### config.mk
export PLATFORM = sky130hd
export DESIGN_NAME = ddr_wr_arbiter_flat
export DESIGN_NICKNAME = d
export VERILOG_FILES = /design/src/rtl/ddr_wr_arbiter_if.sv /design/src/rtl/ddr_wr_arbiter.sv /design/src/flat_wrapper.sv
export SDC_FILE = /design/constraint.sdc
export NUM_CORES = 1
export LEC_CHECK = 0
export ABC_CLOCK_PERIOD_IN_PS = 4000
export CAP_MARGIN = 40
export CELL_PAD_IN_SITES_DETAIL_PLACEMENT = 0
export CELL_PAD_IN_SITES_GLOBAL_PLACEMENT = 1
export CORE_AREA = 2 2 287 289
export CTS_CLUSTER_SIZE = 16
export DETAILED_ROUTE_END_ITERATION = 8
export DIE_AREA = 0 0 289 291
export HOLD_SLACK_MARGIN = 0.05
export MAX_ROUTING_LAYER = met4
export PLACE_DENSITY = 0.61
export SYNTH_ARGS = -nofsm -noshare
export SYNTH_HDL_FRONTEND = slang
export SYNTH_SLANG_ARGS = --single-unit
### constraint.sdc
create_clock -name rclk -period 4 [get_ports rclk]
set_input_delay 0.8 -clock rclk [delete_from_list [all_inputs] [get_ports rclk]]
set_output_delay 0.8 -clock rclk [all_outputs]
set_load 0.01 [all_outputs]
### src/rtl/ddr_wr_arbiter_if.sv
// Bundle between the per-channel FIFO read ports, the DDR write-burst master and the arbiter.
// master: the arbiter side; slave: the FIFO/DDR environment side.
interface ddr_wr_arbiter_if #(
    parameter int NCH      = 4,
    parameter int ADDRSIZE = 9,
    parameter int DW       = 128,
    parameter int AW       = 32
);
    localparam int CHW = $clog2(NCH);

    logic [NCH*(ADDRSIZE+1)-1:0] ch_rcount;
    logic [NCH-1:0]              ch_rempty;
    logic [NCH*DW-1:0]           ch_rdata;
    logic [NCH-1:0]              ch_rinc;
    logic [NCH-1:0]              frame_start;
    logic                        cmd_valid;
    logic                        cmd_ready;
    logic [AW-1:0]               cmd_addr;
    logic [CHW-1:0]              cmd_ch;
    logic                        wr_valid;
    logic                        wr_ready;
    logic [DW-1:0]               wr_data;
    logic                        wr_last;
    logic                        busy;

    modport master (
        input  ch_rcount, ch_rempty, ch_rdata, frame_start, cmd_ready, wr_ready,
        output ch_rinc, cmd_valid, cmd_addr, cmd_ch, wr_valid, wr_data, wr_last, busy
    );

    modport slave (
        output ch_rcount, ch_rempty, ch_rdata, frame_start, cmd_ready, wr_ready,
        input  ch_rinc, cmd_valid, cmd_addr, cmd_ch, wr_valid, wr_data, wr_last, busy
    );
endinterface

### src/rtl/ddr_wr_arbiter.sv
// Round-robin DDR write scheduler: grants a channel holding a full burst, issues the command,
// streams BURST_LEN beats from its FWFT FIFO and advances that channel's frame-buffer offset.
module ddr_wr_arbiter #(
    parameter int            NCH         = 4,
    parameter int            ADDRSIZE    = 9,
    parameter int            DW          = 128,
    parameter int            AW          = 32,
    parameter int            BURST_LEN   = 64,
    parameter logic [AW-1:0] BASE_ADDR   = 32'h0,
    parameter logic [AW-1:0] FRAME_BYTES = 32'h001C_2000
) (
    input  logic                  rclk,
    input  logic                  rrst_n,
    ddr_wr_arbiter_if.master      bus
);
    localparam int            CW          = ADDRSIZE + 1;
    localparam int            CHW         = $clog2(NCH);
    localparam int            BPB         = DW / 8;
    localparam int            BW          = $clog2(BURST_LEN + 1);
    localparam logic [AW-1:0] BURST_BYTES = AW'(BURST_LEN * BPB);

    typedef enum logic [1:0] {IDLE, CMD, DATA, DONE} state_t;

    state_t          state, state_nxt;
    logic [CHW-1:0]  rr;
    logic [CHW-1:0]  grant;
    logic [AW-1:0]   cmd_addr_r;
    logic [BW-1:0]   beat;
    logic [NCH-1:0]  pending;
    logic [AW-1:0]   offset [NCH];

    logic [NCH-1:0]  eligible;
    logic            found;
    logic [CHW-1:0]  pick;

    logic            cmd_valid;
    logic            wr_valid;
    logic            wr_last;
    logic            beat_accept;
    logic [NCH-1:0]  ch_rinc;
    logic [DW-1:0]   wr_data;

    // Cyclic search starting at the round-robin pointer.
    always_comb begin
        int unsigned j;
        eligible = '0;
        found    = 1'b0;
        pick     = '0;
        j        = 0;
        for (int unsigned i = 0; i < NCH; i++)
            eligible[i] = (bus.ch_rcount[i*CW +: CW] >= CW'(BURST_LEN));
        for (int unsigned k = 0; k < NCH; k++) begin
            j = 32'(rr) + k;
            if (j >= NCH)
                j = j - NCH;
            if (!found && eligible[j]) begin
                found = 1'b1;
                pick  = CHW'(j);
            end
        end
    end

    always_comb begin
        state_nxt   = state;
        cmd_valid   = 1'b0;
        wr_valid    = 1'b0;
        wr_last     = 1'b0;
        beat_accept = 1'b0;
        ch_rinc     = '0;
        wr_data     = bus.ch_rdata[grant*DW +: DW];
        case (state)
            IDLE: begin
                if (found)
                    state_nxt = CMD;
            end
            CMD: begin
                cmd_valid = 1'b1;
                if (bus.cmd_ready)
                    state_nxt = DATA;
            end
            DATA: begin
                wr_valid       = ~bus.ch_rempty[grant];
                wr_last        = (beat == BW'(BURST_LEN - 1));
                beat_accept    = wr_valid & bus.wr_ready;
                ch_rinc[grant] = beat_accept;
                if (beat_accept && wr_last)
                    state_nxt = DONE;
            end
            DONE: begin
                state_nxt = IDLE;
            end
            default: begin
                state_nxt = IDLE;
            end
        endcase
    end

    always_ff @(posedge rclk or negedge rrst_n) begin
        if (!rrst_n) begin
            state      <= IDLE;
            rr         <= '0;
            grant      <= '0;
            cmd_addr_r <= '0;
            beat       <= '0;
            pending    <= '0;
            for (int unsigned i = 0; i < NCH; i++)
                offset[i] <= '0;
        end else begin
            state <= state_nxt;
            // A frame restart arriving with the grant uses offset 0 for that very burst.
            if (state == IDLE && found) begin
                grant      <= pick;
                beat       <= '0;
                cmd_addr_r <= BASE_ADDR + AW'(pick) * FRAME_BYTES
                              + (bus.frame_start[pick] ? '0 : offset[pick]);
            end
            if (beat_accept)
                beat <= beat + 1'b1;
            for (int unsigned i = 0; i < NCH; i++) begin
                if (bus.frame_start[i]) begin
                    if (state == IDLE || CHW'(i) != grant)
                        offset[i] <= '0;
                    else
                        pending[i] <= 1'b1;
                end
            end
            // Later assignments here override the deferred-clear bookkeeping above.
            if (state == DONE) begin
                rr             <= (grant == CHW'(NCH - 1)) ? '0 : grant + 1'b1;
                pending[grant] <= 1'b0;
                if (pending[grant] || bus.frame_start[grant])
                    offset[grant] <= '0;
                else if (offset[grant] + BURST_BYTES == FRAME_BYTES)
                    offset[grant] <= '0;
                else
                    offset[grant] <= offset[grant] + BURST_BYTES;
            end
        end
    end

    assign bus.cmd_valid = cmd_valid;
    assign bus.cmd_addr  = cmd_addr_r;
    assign bus.cmd_ch    = grant;
    assign bus.wr_valid  = wr_valid;
    assign bus.wr_data   = wr_data;
    assign bus.wr_last   = wr_last;
    assign bus.ch_rinc   = ch_rinc;
    assign bus.busy      = (state != IDLE);
endmodule

### src/flat_wrapper.sv
// flat-port wrapper written by rule: the top's interface ports become plain ports
module ddr_wr_arbiter_flat 
#(
    parameter int            NCH         = 4,
    parameter int            ADDRSIZE    = 9,
    parameter int            DW          = 128,
    parameter int            AW          = 32,
    parameter int            BURST_LEN   = 64,
    parameter logic [AW-1:0] BASE_ADDR   = 32'h0,
    parameter logic [AW-1:0] FRAME_BYTES = 32'h001C_2000
)
  (rclk, rrst_n, bus_ch_rcount, bus_ch_rempty, bus_ch_rdata, bus_frame_start, bus_cmd_ready, bus_wr_ready, bus_ch_rinc, bus_cmd_valid, bus_cmd_addr, bus_cmd_ch, bus_wr_valid, bus_wr_data, bus_wr_last, bus_busy);
  ddr_wr_arbiter_if #(.NCH(NCH), .ADDRSIZE(ADDRSIZE), .DW(DW), .AW(AW)) bus_i ();
  input  logic rclk;
  input  logic rrst_n;
  input wire logic [$bits(bus_i.ch_rcount)-1:0] bus_ch_rcount;
  input wire logic [$bits(bus_i.ch_rempty)-1:0] bus_ch_rempty;
  input wire logic [$bits(bus_i.ch_rdata)-1:0] bus_ch_rdata;
  input wire logic [$bits(bus_i.frame_start)-1:0] bus_frame_start;
  input wire logic [$bits(bus_i.cmd_ready)-1:0] bus_cmd_ready;
  input wire logic [$bits(bus_i.wr_ready)-1:0] bus_wr_ready;
  output wire logic [$bits(bus_i.ch_rinc)-1:0] bus_ch_rinc;
  output wire logic [$bits(bus_i.cmd_valid)-1:0] bus_cmd_valid;
  output wire logic [$bits(bus_i.cmd_addr)-1:0] bus_cmd_addr;
  output wire logic [$bits(bus_i.cmd_ch)-1:0] bus_cmd_ch;
  output wire logic [$bits(bus_i.wr_valid)-1:0] bus_wr_valid;
  output wire logic [$bits(bus_i.wr_data)-1:0] bus_wr_data;
  output wire logic [$bits(bus_i.wr_last)-1:0] bus_wr_last;
  output wire logic [$bits(bus_i.busy)-1:0] bus_busy;
  assign bus_i.ch_rcount = bus_ch_rcount;
  assign bus_i.ch_rempty = bus_ch_rempty;
  assign bus_i.ch_rdata = bus_ch_rdata;
  assign bus_i.frame_start = bus_frame_start;
  assign bus_i.cmd_ready = bus_cmd_ready;
  assign bus_i.wr_ready = bus_wr_ready;
  assign bus_ch_rinc = bus_i.ch_rinc;
  assign bus_cmd_valid = bus_i.cmd_valid;
  assign bus_cmd_addr = bus_i.cmd_addr;
  assign bus_cmd_ch = bus_i.cmd_ch;
  assign bus_wr_valid = bus_i.wr_valid;
  assign bus_wr_data = bus_i.wr_data;
  assign bus_wr_last = bus_i.wr_last;
  assign bus_busy = bus_i.busy;
  ddr_wr_arbiter #(.NCH(NCH), .ADDRSIZE(ADDRSIZE), .DW(DW), .AW(AW), .BURST_LEN(BURST_LEN), .BASE_ADDR(BASE_ADDR), .FRAME_BYTES(FRAME_BYTES)) u_core (.rclk(rclk), .rrst_n(rrst_n), .bus(bus_i));
endmodule
== Word level (Yosys, flattened, before mapping) ==
Index checks and enable logic that the tools add are counted.
Word-level totals
  flip-flop bits (word level): 177
  output and inout port bits: 170
  word-level logic and storage cells: 154
Operators by class
  equality and inequality tests: 12
  add/sub/neg operators: 11
  multiplexer cells: 72
  $lt $le $gt $ge: 18
  reductions and logical operators: 20
  shifts and indexed selects: 1
  bitwise gates (word level): 9
  multiply operators: 1
Operators with widths (number)
  32-bit two-way mux: 18
  512-bit by 10-bit variable part select with 128-bit output: 1
  128-bit two-way mux: 3
  128-bit bitwise AND: 1
  32-bit binary-select mux with 2-bit select: 2
  128-bit bitwise mux: 1
  32-bit by 3-bit < comparator with 1-bit output, second input constant: 4
  128-bit NOT: 1
  32-bit by 3-bit >= comparator with 1-bit output, second input constant: 3
  32-bit by 3-bit subtractor with 32-bit output, second input constant: 3
  32-bit demux with 2-bit select: 1
  10-bit by 7-bit >= comparator with 1-bit output, second input constant: 4
  23-bit by 32-bit adder with 32-bit output: 1
  32-bit by 11-bit adder with 32-bit output, second input constant: 1
  32-bit by 21-bit == test with 1-bit output, second input constant: 1
  1-bit two-way mux: 25
  1-bit binary-select mux with 2-bit select: 8
  2-bit two-way mux: 8
  7-bit two-way mux: 2
  2-bit by 8-bit multiplier with 10-bit output, second input constant: 1
  4-bit bitwise AND: 2
  4-bit two-way mux: 2
  2-bit case mux with 4 select lines: 1
  7-bit by 1-bit adder with 7-bit output, second input constant: 1
  27 further kinds: 49

== Depth between registers and ports, before layout ==
  depth in word-level cells: 20
  depth in mapped cells: 18

== Worst setup path before layout ==
Ideal clock, no wire load.
  kind: in2reg
  from: in bus_ch_rcount[19]
  to: reg u_core.cmd_addr_r[31] (netlist: u_core.bus.cmd_addr[31])
  stages: 17
  data arrival time: 4801 ps
  setup slack: -883 ps
  data required time: 3918 ps
  path through: or4_1 > buf_2 > o22ai_2 > o22ai_4 > clkinv_4 > buf_8 > buf_4 > clkbuf_1 > nand2_1 > and3_1 > a311oi_1 > fa_1 > or3b_1 > nor4_4 > o211ai_2 > or4_1 > a31oi_1
On the way
  word-level cells in the longest chain between the ends: 19
  elaborated cells between the ends (all ways): 33
  those cells by class: add/sub (1); mul (1); order compare (1); mux (22); bitwise (1); reduce/logical (7)
Ends and longest elaborated chain
  start: declaration: RTL line flat_wrapper.sv:16  | input wire logic [$bits(bus_i.ch_rcount)-1:0] bus_ch_rcount;
  10-bit by 7-bit >= comparator with 1-bit output (*): RTL line ddr_wr_arbiter.sv:51  | eligible[i] = (bus.ch_rcount[i*CW +: CW] >= CW'(BURST_LEN));
  branches (longest 18 deep; another with 1-bit binary-select mux with 2-bit select)
  end signal: assignment: RTL line ddr_wr_arbiter.sv:114  | cmd_addr_r <= BASE_ADDR + AW'(pick) * FRAME_BYTES
  end: declaration: RTL line ddr_wr_arbiter.sv:27  | logic [AW-1:0] cmd_addr_r;
Every way passes the cells marked *. The select of a mux whose other input is x is not followed.
A chain may end at the register's enable or synchronous reset.

== Worst setup path after layout ==
  from: in bus_ch_rcount[38]
  to: reg u_core.cmd_addr_r[27] (netlist: u_core.bus.cmd_addr[27])
Same word-level chain as after synthesis.

==> load_flow_metrics.sql <==
INSERT INTO impl_metrics (metric_group, metric, value, unit) VALUES
('synth', 'number_of_synthesized_flops_with_an_enable_pin', '0', ''),
('synth', 'synth_async_sr_flop_share', '100.0', '%'),
('place', 'cell_area_after_placement', '22340', 'sq um'),
('final_layout', 'filler_cell_count', '8447', ''),
('setup_path', 'cp.depth', '17', ''),
('status', 'status', 'finished, violations left', ''),
('setup_path', 'critPathArrivalTime', '4.51', 'ns'),
('final_layout', 'design_area', '23430', 'sq um'),
('synth', 'yosys-mux-area-fraction', '29.57', '%'),
('die', 'die_area', '84100', 'sq um'),
('run', 'maxCapViolCount', '0', ''),
('routing', 'drt-initial-drc-count', '1333', ''),
('clock_tree', 'clock_tree.htree_level_count', '4', ''),
('setup_path', 'critical_path.most_common_cell', 'sky130_fd_sc_hd__buf_6', ''),
('synth', 'ys_ff_latch', '177', ''),
('sta', 'clock_skew', '0.01184', 'ns'),
('synth', 'synth_simple_gate_area_share', '14.69', '%'),
('routing', 'drt_first_pass_iters', '6', ''),
('synth', 'synth_flop_cell', 'sky130_fd_sc_hd__dfrtp_1', ''),
('global_routing', 'grt_overflow_total', '0', ''),
('clock_tree', 'tritoncts.num_buffers', '17', ''),
('sta', 'timing.fmax', '0.2370', 'GHz'),
('place', 'buffer_ports.inserted', '709', ''),
('synth', 'synth.area.top_cells', 'sky130_fd_sc_hd__dfrtp_1, sky130_fd_sc_hd__mux4_2, sky130_fd_sc_hd__nand2_1', ''),
('setup_path', 'crit_path_cell_trace', 'buf_6 -> or4_4 -> o32a_1 -> buf_6 -> a211oi_4 -> nor2_4 -> buf_6 -> buf_4 -> a311oi_2 -> ha_1 -> a21o_1 -> a21o_1 -> or3_4 -> o211ai_4 -> buf_4 -> or3_1 -> a31oi_1', ''),
('synth', 'synth_xor_xnor_area_share', '1.887', '%'),
('clock_tree', 'cts_tree', 'done', ''),
('setup_path', 'cpLargestDelayFamily', 'compound AO/OA/AOI/OAI gates', ''),
('sta', 'report.final.hold_viol_count', '0', ''),
('pwr', 'total_leakage_power', '8.882', 'nW'),
('clock_tree', 'clock_sinks', '177', ''),
('sta', 'final-setup-viol-count', '10', ''),
('global_routing', 'antenna_violations_before_repair', '57', ''),
('final_layout', 'layout-area-overhead-vs-synth', '80.29', '%'),
('setup_path', 'critPathCapture', 'u_core.bus.cmd_addr[27]', ''),
('die', 'core', '81190', 'sq um'),
('place', 'gp_routability_congestion', '1.047', ''),
('synth', 'post_synth_adder_cell_area', '2.176', '%'),
('die', 'die_w', '289', 'um'),
('pwr', 'worst_ir_drop_vdd', '0.3822', 'mV'),
('clock_tree', 'clk_pin_slew_worst_paths', '0.08', 'ns'),
('synth', 'synth-compound-area-share', '13.96', '%'),
('setup_path', 'cpMaxStageDelayCell', 'sky130_fd_sc_hd__or4_4', ''),
('routing', 'wl_per_cell', '38.83', 'um'),
('setup_path', 'worstReg2RegStart', 'u_core.rr[1]', ''),
('min_path', 'min-delay-path-class', 'input port to asynchronous set/reset pin', ''),
('clock_tree', 'hold_buffers', '0', ''),
('die', 'core.rowCount', '105', ''),
('status', 'violations', 'negative setup slack', ''),
('routing', 'routed_via_count', '14910', ''),
('place', 'placed_cells_incl_taps', '3030', ''),
('setup_path', 'critical_path_buf_inv_count', '5', ''),
('sta', 'layout_min_cycle_time', '4.220', 'ns'),
('synth', 'postSynthAreaPerCell', '10.91', 'sq um'),
('die', 'io-pin-count', '734', ''),
('synth', 'ys_types', '73', ''),
('routing', 'routed-wl-met3', '8395', 'um'),
('final_layout', 'num-nets-final', '2592', ''),
('routing', 'post_detailed_routing_wire_length', '120900', 'um'),
('sta', 'rsz_0062_raised_after_global_routing', 'yes', ''),
('clock_tree', 'ctsLongestPathBuffers', '2', ''),
('synth', 'synth_top_family_by_area', 'multiplexers', ''),
('sta', 'timing_max_transition_violations_final', '0', ''),
('synth', 'synth_warnings', '0', ''),
('routing', 'wl_met2', '55340', 'um'),
('routing', 'highest-signal-layer', 'met4', ''),
('die', 'die-height', '291', 'um'),
('sta', 'slew_at_the_pin_closest_to_its_max_slew_limit', '0.9077', 'ns'),
('setup_path', 'crit_path_max_fanout', '4', ''),
('sta', 'final.setup.worst_slack', '-0.2197', 'ns'),
('routing', 'drc_errors', '0', '');
cells in the final DEF, fill, tap and decap left out, types with 15 or more instances in the layout:
cell type	Yosys	layout
sky130_fd_sc_hd__xor2_1	16	16
sky130_fd_sc_hd__nor2_1	33	29
sky130_fd_sc_hd__and3_1	22	21
sky130_fd_sc_hd__o21ai_0	112	108
sky130_fd_sc_hd__mux4_2	161	161
sky130_fd_sc_hd__nand3_1	52	50
sky130_fd_sc_hd__buf_6	3	27
sky130_fd_sc_hd__ha_1	21	20
sky130_fd_sc_hd__diode_2	0	24
sky130_fd_sc_hd__buf_4	4	150
sky130_fd_sc_hd__nand2_1	237	237
sky130_fd_sc_hd__dfrtp_1	177	175
sky130_fd_sc_hd__clkdlybuf4s50_1	0	689
sky130_fd_sc_hd__clkbuf_16	0	18
sky130_fd_sc_hd__a22o_1	43	43
sky130_fd_sc_hd__mux2i_1	15	15
power by group:
| group | internal [mW] | switching, mW |
|---|---|---|
| clock | 0.848 | 0.836 |
| combinational | 4.15 | 5.43 |
| sequential | 1.99 | 0.198 |
per-layer routing:
layer	GRT usage [%]	vias up
met4	15.59	0
met2	43.41	801
met1	35.46	7641
met3	6.348	191
li1	-	6275
met5	-	-
cells by family (layout without fill, tap and decap cells):
group                      after synthesis  after routing
and+or+nand+nor                        412            412
AOI/OAI and AO/OA                      260            260
muxes                                  182            182
DFF                                    177            177
buffers and inverters                  110            938
xor gates and xnor gates                28             28
adders and majority gates               22             22
other                                    0             24
cells in the mapped netlist (6+ instances only):
master / number
sky130_fd_sc_hd__inv_1: 14
sky130_fd_sc_hd__a32o_1: 13
sky130_fd_sc_hd__o211ai_1: 8
sky130_fd_sc_hd__xor2_1: 16
sky130_fd_sc_hd__buf_1: 17
sky130_fd_sc_hd__nand4_1: 10
sky130_fd_sc_hd__nor3_1: 9
sky130_fd_sc_hd__mux2_2: 6
sky130_fd_sc_hd__a311oi_1: 9
sky130_fd_sc_hd__xnor2_1: 12
sky130_fd_sc_hd__mux4_2: 161
sky130_fd_sc_hd__a22o_1: 43
sky130_fd_sc_hd__a31oi_1: 11
sky130_fd_sc_hd__dfrtp_1: 177
sky130_fd_sc_hd__o21ai_0: 112
sky130_fd_sc_hd__ha_1: 21
sky130_fd_sc_hd__clkbuf_1: 64
sky130_fd_sc_hd__nand3_1: 52
sky130_fd_sc_hd__a211oi_1: 7
sky130_fd_sc_hd__mux2i_1: 15
sky130_fd_sc_hd__nand2_1: 237
sky130_fd_sc_hd__or4_1: 7
sky130_fd_sc_hd__nor2_1: 33
sky130_fd_sc_hd__and3_1: 22
sky130_fd_sc_hd__a21oi_1: 11
layout make-up:
cell class	instances	area, sq um	share of cell area, %
multi-input combinational	904	8324	35.52
tap	1070	1339	5.713
timing repair buffer	890	8632	36.84
antenna	24	60.06	0.2563
inverter	16	67.56	0.2883
clock inverter	14	135.1	0.5766
clock buffer	18	439.2	1.874
sequential	177	4437	18.93
stage by stage:
step	hold WS, ns	power (mW)	setup slack [ns]	util [%]
floorplan	0.4570	6.039	-0.6041	-
global placement	0.4728	11.34	-0.9784	27.52
detailed placement	0.4849	11.28	-1.054	27.52
CTS	0.3877	13.30	-0.2660	28.51
global route	0.4248	13.96	-0.3818	28.85
finish	0.3881	13.45	-0.2197	28.86
how the worst min path moves through the flow:
| stage | endpoint | startpoint | slack, ns | cells past startpoint |
|---|---|---|---|---|
| 6_report | u_core.offset[91] | rrst_n | 0.39 | 1 |
| 5_1_grt | u_core.offset[91] | rrst_n | 0.42 | 1 |
| 4_1_cts | u_core.offset[91] | rrst_n | 0.39 | 1 |
| 3_5_place_dp | u_core.bus.cmd_addr[15] | u_core.bus.cmd_addr[15] | 0.48 | 2 |
| 3_3_place_gp | u_core.bus.cmd_addr[13] | u_core.bus.cmd_addr[13] | 0.47 | 2 |
| 2_1_floorplan | u_core.beat[4] | u_core.beat[4] | 0.46 | 1 |
registers in the layout, summed over array words and instances, names as in the netlist:
register and cells:
u_core.beat 7, u_core.bus.cmd_addr 32, u_core.bus.cmd_ch 2, u_core.offset 128, u_core.pending 4, u_core.rr 2, u_core.state 2
what timing repair did:
action,4_1_cts,5_1_grt
setup buffers,18,9
cloned,0,1
resized for setup,86,41
hold endpoints to repair,0,0
endpoints found under the setup margin,70,49
pin swaps,31,16
No activity file was read; power rests on OpenSTA's default activity.
